**config.mk**
```make
export PLATFORM = sky130hd
export DESIGN_NAME = sram_client_arbiter
export DESIGN_NICKNAME = d
export VERILOG_FILES = /design/src/rtl/sram_client_arbiter_pkg.sv /design/src/rtl/sram_client_arbiter_rr_picker.sv /design/src/rtl/sram_client_arbiter.sv
export SDC_FILE = /design/constraint.sdc
export NUM_CORES = 1
export LEC_CHECK = 0
export CAP_MARGIN = 40
export CORE_UTILIZATION = 35
export CTS_CLUSTER_DIAMETER = 40
export DETAILED_ROUTE_END_ITERATION = 10
export PLACE_DENSITY = 0.88
export SKIP_CTS_REPAIR_TIMING = 1
export SYNTH_ARGS = -nofsm -noshare
export SYNTH_HDL_FRONTEND = slang
export SYNTH_SLANG_ARGS = --single-unit
```
**constraint.sdc**
```tcl
create_clock -name CLOCK_50_I -period 4.9 [get_ports CLOCK_50_I]
set_input_delay 0.735 -clock CLOCK_50_I [delete_from_list [all_inputs] [get_ports CLOCK_50_I]]
set_output_delay 0.735 -clock CLOCK_50_I [all_outputs]
set_load 0.01 [all_outputs]
```
**src/rtl/sram_client_arbiter_pkg.sv**
```systemverilog
// Shared types and width helpers for the SRAM client arbiter.
package sram_arb_pkg;

    typedef enum logic {
        S_ARB_IDLE  = 1'b0,
        S_ARB_OWNED = 1'b1
    } arb_state_t;

    typedef enum logic {
        ARB_FIXED = 1'b0,
        ARB_RR    = 1'b1
    } arb_mode_t;

    // Client index width; a single client pair still needs one bit.
    function automatic int CLIENT_IDX_W(input int n);
        return (n > 1) ? $clog2(n) : 1;
    endfunction

endpackage

```
**src/rtl/sram_client_arbiter_rr_picker.sv**
```systemverilog
// Combinational winner selection: lowest index (fixed) or first requester
// at or after the start pointer, wrapping at N_CLIENTS (round-robin).
module arb_rr_picker
    import sram_arb_pkg::*;
#(
    parameter int N_CLIENTS = 4,
    parameter int IDX_W     = CLIENT_IDX_W(N_CLIENTS)
) (
    input  logic [N_CLIENTS-1:0] req,
    input  logic [IDX_W-1:0]     start,
    input  arb_mode_t            mode,
    output logic [N_CLIENTS-1:0] winner,
    output logic [IDX_W-1:0]     winner_idx
);

    always_comb begin
        int   cand;
        logic found;
        // NOTE: every output of a combinational block gets a default first, otherwise a latch is inferred.
        winner     = '0;
        winner_idx = '0;
        found      = 1'b0;
        cand       = 0;
        for (int off = 0; off < N_CLIENTS; off++) begin
            cand = (mode == ARB_RR) ? (int'(start) + off) % N_CLIENTS : off;
            if (!found && req[cand]) begin
                found       = 1'b1;
                winner[cand] = 1'b1;
                winner_idx  = IDX_W'(cand);
            end
        end
    end

endmodule

```
**src/rtl/sram_client_arbiter.sv**
```systemverilog
// Registered request/grant arbiter sharing one SRAM port among N clients,
// with burst lock and a read-latency tag pipeline routing data back.
module sram_client_arbiter
    import sram_arb_pkg::*;
#(
    parameter int                N_CLIENTS = 4,
    parameter int                ADDR_W    = 18,
    parameter int                DATA_W    = 16,
    parameter int                RD_LAT    = 2,
    parameter logic [ADDR_W-1:0] IDLE_ADDR = '0
) (
    input  logic                          CLOCK_50_I,
    input  logic                          Reset,
    input  logic                          mode,
    input  logic [N_CLIENTS-1:0]          req,
    input  logic [N_CLIENTS-1:0]          lock,
    input  logic [N_CLIENTS-1:0]          cl_we_n,
    input  logic [N_CLIENTS*ADDR_W-1:0]   cl_address,
    input  logic [N_CLIENTS*DATA_W-1:0]   cl_write_data,
    output logic [N_CLIENTS-1:0]          grant,
    output logic [N_CLIENTS-1:0]          rd_valid,
    output logic [DATA_W-1:0]             rd_data,
    output logic [ADDR_W-1:0]             SRAM_address,
    output logic [DATA_W-1:0]             SRAM_write_data,
    output logic                          SRAM_we_n,
    input  logic [DATA_W-1:0]             SRAM_read_data
);

    localparam int IDX_W = CLIENT_IDX_W(N_CLIENTS);

    typedef struct packed {
        logic             valid;
        logic [IDX_W-1:0] id;
    } tag_t;

    arb_state_t           state, next_state;
    logic [N_CLIENTS-1:0] next_grant, win_onehot;
    logic [IDX_W-1:0]     owner, next_owner, rr_ptr, next_rr, win_idx;
    logic                 rearb, access;
    tag_t                 tag_pipe [RD_LAT];
    tag_t                 tag_in, tag_tail;
    logic [DATA_W-1:0]    rd_data_q;

    arb_rr_picker #(.N_CLIENTS(N_CLIENTS), .IDX_W(IDX_W)) u_picker (
        .req        (req),
        .start      (rr_ptr),
        .mode       (arb_mode_t'(mode)),
        .winner     (win_onehot),
        .winner_idx (win_idx)
    );

    always_ff @(posedge CLOCK_50_I or posedge Reset) begin
        if (Reset) begin
            state  <= S_ARB_IDLE;
            grant  <= '0;
            owner  <= '0;
            rr_ptr <= '0;
        end else begin
            // NOTE: sequential state uses non-blocking assignments so every register samples pre-edge values.
            state  <= next_state;
            grant  <= next_grant;
            owner  <= next_owner;
            rr_ptr <= next_rr;
        end
    end

    always_comb begin
        next_state = state;
        next_grant = grant;
        next_owner = owner;
        next_rr    = rr_ptr;
        case (state)
            S_ARB_IDLE:  rearb = 1'b1;
            S_ARB_OWNED: rearb = !(req[owner] && lock[owner]);
            default:     rearb = 1'b1;
        endcase
        if (rearb) begin
            if (|req) begin
                next_state = S_ARB_OWNED;
                next_grant = win_onehot;
                next_owner = win_idx;
                // Pointer follows the last winner and wraps at N_CLIENTS, not a power of two.
                next_rr    = (int'(win_idx) == N_CLIENTS - 1) ? '0 : win_idx + 1'b1;
            end else begin
                next_state = S_ARB_IDLE;
                next_grant = '0;
            end
        end
    end

    always_comb begin
        access          = grant[owner] && req[owner];
        SRAM_address    = IDLE_ADDR;
        SRAM_write_data = '0;
        SRAM_we_n       = 1'b1;
        if (access) begin
            SRAM_address    = cl_address[owner*ADDR_W +: ADDR_W];
            SRAM_write_data = cl_write_data[owner*DATA_W +: DATA_W];
            SRAM_we_n       = cl_we_n[owner];
        end
    end

    always_comb begin
        tag_in.valid = access && cl_we_n[owner];
        tag_in.id    = owner;
        tag_tail     = tag_pipe[RD_LAT-1];
        rd_valid     = '0;
        rd_data      = rd_data_q;
        if (tag_tail.valid) begin
            rd_valid[tag_tail.id] = 1'b1;
            rd_data               = SRAM_read_data;
        end
    end

    always_ff @(posedge CLOCK_50_I or posedge Reset) begin
        if (Reset) begin
            // NOTE: the tag pipeline is control state, so it is reset; clearing it drops reads in flight.
            tag_pipe  <= '{default: '0};
            rd_data_q <= '0;
        end else begin
            tag_pipe[0] <= tag_in;
            for (int i = 1; i < RD_LAT; i++) begin
                tag_pipe[i] <= tag_pipe[i-1];
            end
            rd_data_q <= rd_data;
        end
    end

endmodule

```
==> results.md <==
* Internal power at 0.00145 W
* Setup_tns at 0 ps
* Setup Skew at 9.42 ps
* Post-synth ARST share at 100%
* Top cell family by delay on the critical path: buffers and inverters
* Mapped cell area at around 0.0026 mm2
* Commonest non-fill, non-tap cell in the layout: clkdlybuf4s50_1
* Setup Slack @ Placement at 1230 ps
* Worst hold path class: reg -> reg
* H-tree levels at 2
* Critical path startpoint category: input port
* Post-Route WL at 10600 um
* RSZ-0062 raised after global routing: no
* Outcome: complete, no violations
* GRT Total Usage at between 20% and 30%
* Final net count at 597
* Via/cell ratio at 5.43
* FF-to-FF Start: owner[0]
* Final Power at 0.00236 W
* Placed inst area at 0.00493 mm2
* Pleak at 2.01 nW
* DIE WIDTH at about 89 um
* Relative slew slack at 48.6%
* Sequential Power Share at between 20% and 30%
* GP Congestion at 0.813
* Clock slew at reported path FFs at 60 ps
* Vias after detailed routing at 2883
* WP data required at approximately 4200 ps
* Area delta synth->final at 91.6%
* WP data arrival at slightly below 3000 ps
* DRT Pass-1 Iters at 4
* Slew @ Worst Pin at 772 ps
* Net Sw Frac at 38.5%
* Number of synthesized flops with an enable pin at 0
* IO buf count at 225
* Synthesis warning total at 0
* R2r endpoint: grant[2]
* Num rows at 31
* Slowest-stage cell, CP: mux4_2
* Average wire per standard cell at 20.0 um
* Crit path buf inv count at 2
* Largest net degree at the start of global routing at 38
* Share of layout cells above drive strength 1 at 17.4%
* Distinct cells, synth at 45
* NetSw at 0.000908 W
* Post-synthesis sequential area ratio at 29.6%
* Reg2Reg Depth at 5
* Cell area after layout at 0.00502 mm2
* Core area at 0.00725 mm2
* Setup crit end kind: primary output
* Number of global-route vias before repair at between 2000 and 3000
* Area contributors post-synth: mux4_2, dfrtp_1, and3_1
* Area of the die at 0.00784 mm2
* Achievable Freq at 273 MHz
* Top FF cell, synth: dfrtp_1
* Total CTS buffers at 5
* Clock Sinks at 31
* Crit path top cell by count: clkdlybuf4s50_1
* Gate Count Post-Synth at approximately 220
* Power share of the clock group at 8.4%
* Post-synth top area share at 32.6%
* Mean Syn Cell Area at between 10 and 15 um2
* Max_cap viols at 0
* Initial DRC Count at 190
* Global-route wire length before repair at ~15000 um
* Worst R2R Setup Slack at 2360 ps
* Setup violators final at 0
* Die Y at 88.6 um
* Crit-path max cell delay at 690 ps
* CTS root buf: clkbuf_8
* WHS at 348 ps
* DRC viols at 0
* Slew Limit Fails at 0
* Final Hold Viols at 0
* Congestion Overflow GR at 0
* Worst setup path endpoint: SRAM_write_data[0]
* Cell taking the most area after synthesis: mux4_2
* Most frequent cells in the layout: clkdlybuf4s50_1, mux4_2, and3_1
* Crit-path max FO at 37
* Worst vdd ir at between 0.2 and 0.25 mV
* Fin crit period at 3660 ps
* Synth Register Bits at 31
* Period utilization at 74.8%
* Worst path cell trace: clkdlybuf4s50_1 -> mux4_2 -> and3_1 -> clkdlybuf4s50_1
* Critical setup path kind: in -> out
* Clock latency at the later pin of the worst-skew pair at 280 ps
* Antenna violations before repair at 2
* Num ports at 226
* Comb pwr share at between 60% and 70%
* CTS tree: done
* Setup ws final at roughly 1200 ps
* Hpwl dp at about 8700 um
* CTS Buffer Depth at 2
* CP Launch Point: req[2]
* Initial Util at 36.2%
* Syn nets at 384
* PwrDens at 470 mW/mm2
* Crit path depth at 4
* DRT antenna net count at 0
## power groups by stage
stage | combinational (W) | sequential (W) | clock, W
finish | 0.00164 | 0.000526 | 0.000199
global route | 0.00175 | 0.000553 | 0.000212
CTS | 0.00165 | 0.000531 | 0.000200
detailed placement | 0.00163 | 0.000534 | 0
global placement | 0.00159 | 0.000521 | 0
floorplan | 0.00102 | 0.000424 | 0
## final cells by class
class,count,area (um2)
diodes,2,5.00
fillers,504,2230
clock inverters,1,5.00
well taps,99,124
flip-flops and latches,31,778
repair buffers,229,2300
inverters,8,30.0
multi-input cells,155,1700
clock buffers,6,82.6
## how the worst min path moves through the flow
stage                startpoint          end  slack, ps  cells past startpoint
floorplan           tag_pipe[3]  tag_pipe[0]        330                      0
global placement    tag_pipe[5]  tag_pipe[2]        330                      0
detailed placement  tag_pipe[3]  tag_pipe[0]        330                      0
CTS                 tag_pipe[3]  tag_pipe[0]        350                      0
global route        tag_pipe[3]  tag_pipe[0]        350                      0
finish              tag_pipe[3]  tag_pipe[0]        350                      0
## flip-flops by register name, indices dropped and copies added, names as in the netlist
register	flops
rd_data_q	16
grant	4
state	1
tag_pipe	6
owner	2
rr_ptr	2
## through the flow
| stage | cells | util (%) |
|---|---|---|
| after floorplan | 217 | - |
| after global placement | 521 | 67.6 |
| after detailed placement | 522 | 68.0 |
| after CTS | 529 | 69.2 |
| after global routing | 531 | 69.3 |
| final | 531 | 69.3 |
## logic make-up after synthesis
logic type             share of synthesized area, %
flip-flops                                     29.6
multiplexers                                   41.1
XOR/XNOR                                      0.334
buffers and inverters                          5.68
AND/OR/NAND/NOR                                15.1
AO/OA/AOI/OAI                                  8.25
## layer usage
| layer | up-vias | track usage, % | share of wire (%) |
|---|---|---|---|
| met5 | - | 0 | 0 |
| met4 | 0 | 11.1 | 3.4 |
| met3 | 27 | 6.53 | 8.9 |
| met2 | 193 | 47.3 | 54 |
| met1 | 1375 | 29.7 | 33 |
| li1 | 1288 | - | - |
## synth_stat cells (2+ instances only)
cell type  number
mux4_2         38
and3_1         36
dfrtp_1        31
mux2_2         17
clkbuf_1       13
nand2_1        11
inv_1           8
nor2_1          6
a21oi_1         5
buf_2           5
o21ai_0         5
buf_6           3
mux2i_1         3
nand3_1         3
nor3_1          2
o21ai_1         2
Note: power is estimated with default switching activity, not from simulation.
